## config.mk

```make
export PLATFORM = sky130hd
export DESIGN_NAME = mac_feeder_flat
export DESIGN_NICKNAME = d
export VERILOG_FILES = /design/src/rtl/mac_pkg.sv /design/src/rtl/mac_feeder_if.sv /design/src/rtl/mac_fifo.sv /design/src/rtl/mac_feeder.sv /design/src/flat_wrapper.sv
export SDC_FILE = /design/constraint.sdc
export NUM_CORES = 1
export LEC_CHECK = 0
export CORE_UTILIZATION = 35
export CTS_CLUSTER_DIAMETER = 80
export DETAILED_ROUTE_END_ITERATION = 6
export PLACE_DENSITY_LB_ADDON = 0.1
export SYNTH_ARGS = -nofsm -noshare
export SYNTH_HDL_FRONTEND = slang
export SYNTH_SLANG_ARGS = --single-unit
```

## constraint.sdc

```tcl
create_clock -name clk -period 2.7 [get_ports clk]
set_input_delay 0.54 -clock clk [delete_from_list [all_inputs] [get_ports clk]]
set_output_delay 0.54 -clock clk [all_outputs]
set_load 0.02 [all_outputs]
```

## src/rtl/mac_pkg.sv

```systemverilog
// ---------------------------------------------------------------------------
// mac_pkg
// Shared definitions for the MAC operand feeder: FSM state type, default
// per-operand FIFO depth, the length encoded by cfg_len == 0, and the length
// of the configuration phase.
// ---------------------------------------------------------------------------
package mac_pkg;

    localparam int unsigned DEPTH_DEF   = 4;    // per-operand FIFO entries
    localparam int unsigned LEN_256     = 256;  // pair count encoded by cfg_len == 0
    localparam int unsigned CONF_CYCLES = 2;    // config_en strobe length

    typedef enum logic [1:0] {
        ST_IDLE,
        ST_CONF,
        ST_STREAM,
        ST_DONE
    } state_t;

endpackage

```

## src/rtl/mac_feeder_if.sv

```systemverilog
// ---------------------------------------------------------------------------
// mac_feeder_if
// Bundles the configuration handshake, the two operand streams and the
// MAC-side outputs of mac_feeder.
//   slave  : the feeder (consumes cfg/a/b, produces ready + MAC signals)
//   master : the environment driving the feeder
// ---------------------------------------------------------------------------
interface mac_feeder_if;

    // configuration request
    logic        cfg_valid;
    logic        cfg_ready;
    logic        cfg_float;
    logic [7:0]  cfg_len;

    // operand streams
    logic        a_valid;
    logic        a_ready;
    logic [15:0] a_data;
    logic        b_valid;
    logic        b_ready;
    logic [15:0] b_data;

    // MAC side
    logic        config_en;
    logic        float_int;
    logic [7:0]  data_num;
    logic [15:0] in_a;
    logic [15:0] in_b;
    logic        in_valid_a;
    logic        in_valid_b;
    logic        done;

    modport slave (
        input  cfg_valid, cfg_float, cfg_len,
        input  a_valid, a_data, b_valid, b_data,
        output cfg_ready, a_ready, b_ready,
        output config_en, float_int, data_num,
        output in_a, in_b, in_valid_a, in_valid_b, done
    );

    modport master (
        output cfg_valid, cfg_float, cfg_len,
        output a_valid, a_data, b_valid, b_data,
        input  cfg_ready, a_ready, b_ready,
        input  config_en, float_int, data_num,
        input  in_a, in_b, in_valid_a, in_valid_b, done
    );

endinterface

```

## src/rtl/mac_fifo.sv

```systemverilog
// ---------------------------------------------------------------------------
// mac_fifo
// Single-clock FIFO with first-word-fall-through head output.
//   i_clk, i_rst : clock, asynchronous active-high reset (empties the FIFO)
//   i_push       : write i_wdata (ignored while full)
//   i_pop        : drop the head entry (ignored while empty)
//   o_rdata      : current head entry
//   o_full       : DEPTH entries held
//   o_empty      : no entries held
// DEPTH must be a power of two so the pointers wrap naturally.
// ---------------------------------------------------------------------------
module mac_fifo #(
    parameter int unsigned WIDTH = 16,
    parameter int unsigned DEPTH = mac_pkg::DEPTH_DEF
) (
    input  logic             i_clk,
    input  logic             i_rst,
    input  logic             i_push,
    input  logic             i_pop,
    input  logic [WIDTH-1:0] i_wdata,
    output logic [WIDTH-1:0] o_rdata,
    output logic             o_full,
    output logic             o_empty
);

    localparam int unsigned AW = (DEPTH > 1) ? $clog2(DEPTH) : 1;

    logic [WIDTH-1:0] r_mem [DEPTH];
    logic [AW-1:0]    r_wptr;
    logic [AW-1:0]    r_rptr;
    logic [AW:0]      r_count;   // 0..DEPTH, one bit wider than the pointers
    logic             w_push;
    logic             w_pop;

    assign o_full  = (r_count == (AW+1)'(DEPTH));
    assign o_empty = (r_count == '0);
    assign o_rdata = r_mem[r_rptr];

    assign w_push = i_push && !o_full;
    assign w_pop  = i_pop  && !o_empty;

    always_ff @(posedge i_clk or posedge i_rst) begin
        if (i_rst) begin
            r_wptr  <= '0;
            r_rptr  <= '0;
            r_count <= '0;
        end else begin
            if (w_push) r_wptr <= r_wptr + AW'(1);
            if (w_pop)  r_rptr <= r_rptr + AW'(1);
            case ({w_push, w_pop})
                2'b10:   r_count <= r_count + (AW+1)'(1);
                2'b01:   r_count <= r_count - (AW+1)'(1);
                default: r_count <= r_count;
            endcase
        end
    end

    // Storage carries no reset: emptiness is tracked by r_count alone.
    always_ff @(posedge i_clk) begin
        if (w_push) r_mem[r_wptr] <= i_wdata;
    end

endmodule

```

## src/rtl/mac_feeder.sv

```systemverilog
// ---------------------------------------------------------------------------
// mac_feeder
// Buffers two 16-bit operand streams and issues them to a MAC strictly in
// matched pairs, after a two-cycle configuration strobe.
//   clk  : single clock, rising edge
//   rst  : asynchronous active-high reset; aborts any job, empties FIFOs
//   bus  : mac_feeder_if.slave
//          cfg_valid/cfg_ready/cfg_float/cfg_len  job configuration
//          a_*/b_*                                operand streams
//          config_en/float_int/data_num           MAC configuration
//          in_a/in_b/in_valid_a/in_valid_b        registered operand pair
//          done                                   one-cycle end-of-job pulse
// ---------------------------------------------------------------------------
module mac_feeder
    import mac_pkg::*;
#(
    parameter int unsigned DEPTH = DEPTH_DEF
) (
    input  logic         clk,
    input  logic         rst,
    mac_feeder_if.slave  bus
);

    state_t      r_state;
    state_t      w_next;
    logic        r_conf_cnt;
    logic [7:0]  r_pair_cnt;
    logic        r_float;
    logic [7:0]  r_len;
    logic [15:0] r_in_a;
    logic [15:0] r_in_b;
    logic        r_in_valid;

    logic [15:0] w_a_head;
    logic [15:0] w_b_head;
    logic        w_a_full;
    logic        w_a_empty;
    logic        w_b_full;
    logic        w_b_empty;
    logic        w_accept;
    logic        w_issue;
    logic        w_last;
    logic [8:0]  w_target;
    logic        w_cfg_ready;
    logic        w_config_en;
    logic        w_done;

    mac_fifo #(.WIDTH(16), .DEPTH(DEPTH)) u_fifo_a (
        .i_clk   (clk),
        .i_rst   (rst),
        .i_push  (bus.a_valid),
        .i_pop   (w_issue),
        .i_wdata (bus.a_data),
        .o_rdata (w_a_head),
        .o_full  (w_a_full),
        .o_empty (w_a_empty)
    );

    mac_fifo #(.WIDTH(16), .DEPTH(DEPTH)) u_fifo_b (
        .i_clk   (clk),
        .i_rst   (rst),
        .i_push  (bus.b_valid),
        .i_pop   (w_issue),
        .i_wdata (bus.b_data),
        .o_rdata (w_b_head),
        .o_full  (w_b_full),
        .o_empty (w_b_empty)
    );

    assign w_accept = bus.cfg_valid && (r_state == ST_IDLE);
    // Both FIFOs must hold a word; a single pop signal keeps them in lockstep.
    assign w_issue  = (r_state == ST_STREAM) && !w_a_empty && !w_b_empty;
    // 9-bit compare so that cfg_len == 0 runs the full 256 pairs.
    assign w_target = (r_len == '0) ? 9'(LEN_256) : {1'b0, r_len};
    assign w_last   = w_issue && (({1'b0, r_pair_cnt} + 9'd1) == w_target);

    always_ff @(posedge clk or posedge rst) begin
        if (rst) r_state <= ST_IDLE;
        else     r_state <= w_next;
    end

    always_comb begin
        w_next      = r_state;
        w_cfg_ready = 1'b0;
        w_config_en = 1'b0;
        w_done      = 1'b0;
        case (r_state)
            ST_IDLE: begin
                w_cfg_ready = 1'b1;
                if (w_accept) w_next = ST_CONF;
            end
            ST_CONF: begin
                w_config_en = 1'b1;
                if (r_conf_cnt == 1'(CONF_CYCLES - 1)) w_next = ST_STREAM;
            end
            ST_STREAM: begin
                if (w_last) w_next = ST_DONE;
            end
            ST_DONE: begin
                w_done = 1'b1;
                w_next = ST_IDLE;
            end
            default: w_next = ST_IDLE;
        endcase
    end

    always_ff @(posedge clk or posedge rst) begin
        if (rst) begin
            r_conf_cnt <= '0;
            r_pair_cnt <= '0;
            r_float    <= 1'b0;
            r_len      <= '0;
            r_in_a     <= '0;
            r_in_b     <= '0;
            r_in_valid <= 1'b0;
        end else begin
            if (w_accept) begin
                r_float    <= bus.cfg_float;
                r_len      <= bus.cfg_len;
                r_pair_cnt <= '0;
                r_conf_cnt <= '0;
            end else if (w_issue) begin
                r_pair_cnt <= r_pair_cnt + 8'd1;
            end
            if (r_state == ST_CONF) r_conf_cnt <= r_conf_cnt + 1'b1;
            r_in_valid <= w_issue;
            if (w_issue) begin
                r_in_a <= w_a_head;
                r_in_b <= w_b_head;
            end
        end
    end

    assign bus.cfg_ready  = w_cfg_ready;
    assign bus.config_en  = w_config_en;
    assign bus.done       = w_done;
    assign bus.a_ready    = !w_a_full;
    assign bus.b_ready    = !w_b_full;
    assign bus.float_int  = r_float;
    assign bus.data_num   = r_len;
    assign bus.in_a       = r_in_a;
    assign bus.in_b       = r_in_b;
    assign bus.in_valid_a = r_in_valid;
    assign bus.in_valid_b = r_in_valid;

endmodule

```

## src/flat_wrapper.sv

```systemverilog
// flat-port wrapper written by rule: the top's interface ports become plain ports
module mac_feeder_flat import mac_pkg::*;
#(
    parameter int unsigned DEPTH = DEPTH_DEF
)
  (clk, rst, bus_cfg_valid, bus_cfg_float, bus_cfg_len, bus_a_valid, bus_a_data, bus_b_valid, bus_b_data, bus_cfg_ready, bus_a_ready, bus_b_ready, bus_config_en, bus_float_int, bus_data_num, bus_in_a, bus_in_b, bus_in_valid_a, bus_in_valid_b, bus_done);
  mac_feeder_if bus_i ();
  input  logic clk;
  input  logic rst;
  input wire logic [$bits(bus_i.cfg_valid)-1:0] bus_cfg_valid;
  input wire logic [$bits(bus_i.cfg_float)-1:0] bus_cfg_float;
  input wire logic [$bits(bus_i.cfg_len)-1:0] bus_cfg_len;
  input wire logic [$bits(bus_i.a_valid)-1:0] bus_a_valid;
  input wire logic [$bits(bus_i.a_data)-1:0] bus_a_data;
  input wire logic [$bits(bus_i.b_valid)-1:0] bus_b_valid;
  input wire logic [$bits(bus_i.b_data)-1:0] bus_b_data;
  output wire logic [$bits(bus_i.cfg_ready)-1:0] bus_cfg_ready;
  output wire logic [$bits(bus_i.a_ready)-1:0] bus_a_ready;
  output wire logic [$bits(bus_i.b_ready)-1:0] bus_b_ready;
  output wire logic [$bits(bus_i.config_en)-1:0] bus_config_en;
  output wire logic [$bits(bus_i.float_int)-1:0] bus_float_int;
  output wire logic [$bits(bus_i.data_num)-1:0] bus_data_num;
  output wire logic [$bits(bus_i.in_a)-1:0] bus_in_a;
  output wire logic [$bits(bus_i.in_b)-1:0] bus_in_b;
  output wire logic [$bits(bus_i.in_valid_a)-1:0] bus_in_valid_a;
  output wire logic [$bits(bus_i.in_valid_b)-1:0] bus_in_valid_b;
  output wire logic [$bits(bus_i.done)-1:0] bus_done;
  assign bus_i.cfg_valid = bus_cfg_valid;
  assign bus_i.cfg_float = bus_cfg_float;
  assign bus_i.cfg_len = bus_cfg_len;
  assign bus_i.a_valid = bus_a_valid;
  assign bus_i.a_data = bus_a_data;
  assign bus_i.b_valid = bus_b_valid;
  assign bus_i.b_data = bus_b_data;
  assign bus_cfg_ready = bus_i.cfg_ready;
  assign bus_a_ready = bus_i.a_ready;
  assign bus_b_ready = bus_i.b_ready;
  assign bus_config_en = bus_i.config_en;
  assign bus_float_int = bus_i.float_int;
  assign bus_data_num = bus_i.data_num;
  assign bus_in_a = bus_i.in_a;
  assign bus_in_b = bus_i.in_b;
  assign bus_in_valid_a = bus_i.in_valid_a;
  assign bus_in_valid_b = bus_i.in_valid_b;
  assign bus_done = bus_i.done;
  mac_feeder #(.DEPTH(DEPTH)) u_core (.clk(clk), .rst(rst), .bus(bus_i));
endmodule
```

== Word-level counts from Yosys, hierarchy flattened ==
Memories as Yosys holds them, arrays and structs flattened. A register that Yosys moved wholly into a read port is not among the register bits.
Cells that the tools add are included.

* Muxes and demuxes: 18
* $add $sub $neg: 11
* Eq/ne operators: 13
* Reductions and logical operators: 21

{| class="wikitable"
|+ Operators by type and width
! cell !! number
|-
| $mux 8 || 2
|-
| $pmux 3 s2 || 2
|-
| $add 8x1->9 const B || 1
|-
| $eq 9x9->1 || 1
|-
| $mux 1 || 9
|-
| $mux 9 || 1
|-
| $add 2x1->2 const B || 4
|-
| $add 8x1->8 const B || 1
|-
| $eq 2x2->1 const B || 4
|-
| $logic_and 1x1->1 || 8
|-
| $logic_not 8->1 || 1
|-
| $pmux 2 s4 || 1
|-
| $reduce_bool 2->1 || 4
|-
| $add 3x1->3 const B || 2
|-
| $eq 2x1->1 const B || 3
|-
| $eq 3x3->1 const B || 2
|-
| $logic_not 3->1 || 2
|-
| $mux 2 || 3
|-
| $ne 2x1->1 const B || 3
|-
| $sub 3x1->3 const B || 2
|-
| $logic_not 1->1 || 4
|-
| $reduce_and 3->1 || 1
|-
| $logic_not 2->1 || 1
|-
| $add 1x1->1 const B || 1
|}

* Bits in writable memories: 128
* Output and inout port bits: 48
* Logic and storage cells: 77
* Memories kept: 2
* Flip-flop bits (word level): 35

{| class="wikitable"
|+ Memory list
! name !! words !! bits a word !! rd ports !! clocked after Yosys merged registers in !! write ports !! RTL line !! RTL
|-
| u_core.u_fifo_a.r_mem || 4 || 16 || 1 || 1 || 1 || mac_fifo.sv:28 || <nowiki>logic [WIDTH-1:0] r_mem [DEPTH];</nowiki>
|-
| u_core.u_fifo_b.r_mem || 4 || 16 || 1 || 1 || 1 || mac_fifo.sv:28 ||
|}

== Depth between registers and ports, before layout ==
* Depth after elaboration: 7
* Depth in mapped cells: 12

== Hierarchy ==
Synthesis repeated with hierarchy kept, for this count alone.

* Cells, all modules: 427
* Area total of the unflattened synthesis: 7990.2 um^2

{| class="wikitable"
|+ Modules (own cells, without submodules)
! module !! area each (um^2) !! times used !! cells each
|-
| mac_fifo || 2778.9 || 2 || 122
|-
| mac_feeder || 2432.3 || 1 || 183
|}

== Worst setup path before layout ==
Ideal clock, no wire load.

* Kind: register -> register
* Start: reg u_core.r_state[0]
* End: reg u_core.u_fifo_a.r_count[2]
* Path buffers: 2
* Cell stages (with the launch flop): 13
* Clock period less this slack: 2.536 ns
* Setup time: 0.079 ns
* Data arrival time: 2.457 ns
* Slack: 0.164 ns
* Cells stage by stage: dfrtp_1 -> inv_1 -> ha_1 -> nand2_1 -> inv_1 -> buf_2 -> buf_1 -> ha_1 -> inv_1 -> fa_1 -> xor2_1 -> nor2_1 -> xor2_1

* Longest elaborated chain between the ends: 6

{| class="wikitable"
|+ RTL lines
! what !! RTL line !! RTL
|-
| start, declared || mac_feeder.sv:24 || <nowiki>state_t r_state;</nowiki>
|-
| start signal, assigned || mac_feeder.sv:79 || <nowiki>else r_state <= w_next;</nowiki>
|-
| $eq 2x2->1 * || mac_feeder.sv:72 || <nowiki>assign w_issue = (r_state == ST_STREAM) && !w_a_empty && !w_b_empty;</nowiki>
|-
| $logic_and 1x1->1 * (2 in series) || mac_feeder.sv:72 ||
|-
| $logic_and 1x1->1 * || mac_fifo.sv:40 || <nowiki>assign w_pop = i_pop && !o_empty;</nowiki>
|-
| named net u_core.u_fifo_a.w_pop || mac_fifo.sv:33 || <nowiki>logic w_pop;</nowiki>
|-
| $eq 2x1->1 / $eq 2x2->1 (equally long branches) || mac_fifo.sv:50 || <nowiki>case ({w_push, w_pop})</nowiki>
|-
| $pmux 3 s2 / $reduce_bool 2->1 (equally long branches) || n/a ||
|-
| end signal, assigned || mac_fifo.sv:51 || <nowiki>2'b10: r_count <= r_count + (AW+1)'(1);</nowiki>
|-
| end signal, assigned || mac_fifo.sv:52 || <nowiki>2'b01: r_count <= r_count - (AW+1)'(1);</nowiki>
|-
| end signal, assigned || mac_fifo.sv:53 || <nowiki>default: r_count <= r_count;</nowiki>
|-
| end, declared || mac_fifo.sv:31 || <nowiki>logic [AW:0] r_count;</nowiki>
|}

Mark *: on every way through the listed nets, which the timed path passes. The rest lies on a longest branch.
A chain may end at the register's enable or synchronous reset.

== Final worst setup path ==
* Start: reg u_core.r_state[1]
* End: out bus_cfg_ready

* Longest elaborated chain between the ends: 2

{| class="wikitable"
|+ RTL lines
! what !! RTL line !! RTL
|-
| $logic_not 2->1 || mac_feeder.sv:87 || <nowiki>case (r_state)</nowiki>
|-
| $mux 1 || mac_feeder.sv:87 ||
|-
| end, declared || flat_wrapper.sv:17 || <nowiki>output wire logic [$bits(bus_i.cfg_ready)-1:0] bus_cfg_ready;</nowiki>
|}

Every way passes these cells.

==> impl_metrics.yaml <==
final_layout:
  stdcell_area_um2: 9752
  fin_nets: 675
  n_fill_cell: 2026
  drive_above_1_share_pct: 14.72
  areaGrowthSynthToFinish_pct: 24.35
clock_tree:
  clk_latency_ns: 0.43
  postCtsSetupRepairBufs: 0
  numClockSinks: 195
  path_clk_slew_ns: 0.07
  cts_hold_buf: 0
  htree_num_levels: 4
  clock_path_buffers: 2
  cts_resized: 0
  cts_made_buffers: 17
  tritoncts: "done"
  root_buffer: "clkbuf_16"
logic_synthesis:
  syn_nets: 569
  synth_top_cell_by_area: "edfxtp_1"
  synthCells: 506
  synthArstFlopShare_pct: 34.36
  yosysTopAreaCellShare_pct: 49.01
  seq_area_frac_synth_pct: 70.39
  synth_area_um2: 7843
  ys_top_cells_by_area: "edfxtp_1, dfrtp_1, mux4_2"
  ys_seq_elements: 195
  synth_ff_type: "edfxtp_1"
  synth-edff-count: 128
  yosysUniqueCellTypes: 41
  syn_avg_cell_area_um2: 15.50
  yosys_warnings: 0
global_routing:
  track_usage_pct: 14.76
  overflow: 0
  grt_max_degree: 68
  grt_pass1_wl_um: 24760
  grt_pass1_vias: 4539
  antenna_found_initial: 1
die:
  num_rows: 54
  io_pins: 94
  initial_core_util_pct: 35.83
  core_area_um2: 21890
  die_h_um: 151.7
  die_x_um: 151.7
  dieArea_um2: 23010
pwr:
  p_int_mw: 7.351
  swShare_pct: 34.64
  p_seq_share_pct: 41.1
  ir_worst_vdd_mv: 0.5211
  combinationalPowerShare_pct: 36.8
  power.density_nw_per_um2: 1153
  power.switching_mw: 3.897
  p_leak_nw: 3.706
  clkPwrFrac_pct: 22.1
critical_path:
  worst-setup-path-type: "reg2out"
  start_kind: "flip-flop"
  crit_fanout: 5
  end_kind: "output port"
  r2r_cells: 10
  required_ns: 2.16
  worst_ep_arrival_time_ns: 1.79
job:
  maxCapViolations: 0
route:
  first_iter_violations: 217
  firstDrtPassIters: 4
  via_count: 4319
  wl_um: 15550
  route.detailed.drc: 0
  wl_per_cell_um: 17.17
  avgViaCountPerCell: 4.767
  antenna_left: 0
sta:
  slew_viol_final: 0
  setup_viol: 0
  period_minus_slack_ns: 2.333
  fin_tns_setup_ns: 0
  tightestPinTransition_ns: 0.8733
  clock_skew_ns: 0.008991
  rsz0062_at_grt: "false"
  finalHoldViolCount: 0
  max_freq_ghz: 0.4286
  slew_headroom_pct: 41.78
  fin_crit_sh_pct: 86.41
run_status:
  outcome: "complete, no violations"
place:
  dpl_cell_area_um2: 9160
  place_congestion: 0.7505
  port_buffers: 93
  dp_hpwl_um: 9840
worst_hold_path:
  hp-class: "reg2reg"
  worstHoldPathCells: 2
## cell families (layout without fill, tap and decap cells)
| logic type | count (synthesis) | in the layout | synth area share (%) |
|---|---|---|---|
| simple gates | 159 | 159 | 8.711 |
| flops | 195 | 195 | 70.39 |
| buf+inv | 42 | 161 | 2.282 |
| mux | 42 | 42 | 10.59 |
| xor+xnor | 30 | 30 | 3.350 |
| other cells | 0 | 1 | 0 |
| compound gates | 21 | 21 | 1.771 |
| fa+ha+maj | 17 | 17 | 2.904 |
## flip-flops by register name, indices dropped and copies added, names as in the netlist, 3 cells and up
name	cells
u_core.bus.data_num	8
u_core.u_fifo_b.r_count	3
u_core.u_fifo_a.r_count	3
u_core.r_pair_cnt	8
u_core.u_fifo_a.r_mem	64
u_core.bus.in_b	16
u_core.bus.in_a	16
u_core.u_fifo_b.r_mem	64
## metal layers
layer  GRT usage [%]  vias to the layer above  part of all wire (%)
li1                -                     2039                     -
met5               0                        -                     0
met4           5.149                        0                   1.4
met1           18.81                     2189                    45
met3           3.623                       13                   4.5
met2           24.50                       78                    49
## power by group through the flow
stage / Combinational, mW / Clock (mW) / Sequential, mW
finish: 4.14 / 2.49 / 4.62
global route: 4.59 / 2.69 / 4.74
CTS: 4.25 / 2.58 / 4.64
detailed placement: 4.25 / 0 / 4.70
global placement: 4.16 / 0 / 4.66
floorplan: 2.41 / 0 / 4.86
## cell type report
class / instances / area (um2) / share of cell area, %
inverters: 19 / 72.57 / 0.7442
multi-input cells: 269 / 2146 / 22.00
clock inverters: 15 / 163.9 / 1.681
flip-flops and latches: 195 / 5520 / 56.61
clock buffers: 17 / 425.4 / 4.362
well taps: 280 / 350.3 / 3.593
repair buffers: 110 / 1071 / 10.98
diodes: 1 / 2.502 / 0.02566
## cell usage after synthesis (8+ instances only)
cell	count
nor2_1	14
nand2_1	110
ha_1	15
mux4_2	32
buf_2	8
and3_1	8
dfrtp_1	67
xor2_1	10
clkbuf_1	10
inv_1	19
xnor2_1	20
mux2_2	8
edfxtp_1	128
## worst paths after layout
check,from,to,slack [ns]
hold reg to reg,u_core.bus.in_a[10],u_core.bus.in_a[10],0.48
max in group asynchronous,rst,u_core.bus.in_b[11],1.88
setup reg to reg,u_core.r_state[0],u_core.u_fifo_a.r_count[2],0.46
hold / removal,u_core.bus.in_a[10],u_core.bus.in_a[10],0.48
setup / recovery,u_core.r_state[1],bus_cfg_ready,0.37
min in group asynchronous,rst,u_core.bus.float_int,0.50
## layout by cell type, fill, tap and decap left out, types with 2 or more instances in the layout
cell	count
a21oi_1	4
a31oi_1	2
and2_1	4
and3_1	8
buf_4	16
clkbuf_16	17
clkdlybuf4s50_1	93
clkinv_4	3
dfrtp_1	67
edfxtp_1	128
fa_1	2
ha_1	15
inv_1	18
inv_6	4
inv_8	4
mux2_2	8
mux2i_1	2
mux4_2	32
nand2_1	109
nand2b_1	2
nand3_1	6
nor2_1	14
nor3_1	6
nor3b_1	2
nor4_1	2
o21ai_0	6
xnor2_1	20
xor2_1	10
## stage by stage
| stage | setup WS [ns] | power [mW] | utilization [%] | instances | hold WS (ns) |
|---|---|---|---|---|---|
| floorplan | 0.1640 | 7.263 | - | 506 | 0.4596 |
| global placement | 0.3111 | 8.816 | 41.84 | 873 | 0.4591 |
| detailed placement | 0.2567 | 8.943 | 41.84 | 873 | 0.4624 |
| CTS | 0.3321 | 11.47 | 44.54 | 905 | 0.4830 |
| global route | 0.2483 | 12.02 | 44.55 | 906 | 0.5050 |
| finish | 0.3670 | 11.25 | 44.55 | 906 | 0.4764 |
## worst max-delay path: stages (launching register included)
cell             delay [ns]
dfrtp_1                0.43
inv_1                  0.11
ha_1                   0.20
clkdlybuf4s50_1        0.62
(Power assumes the default switching activity.)
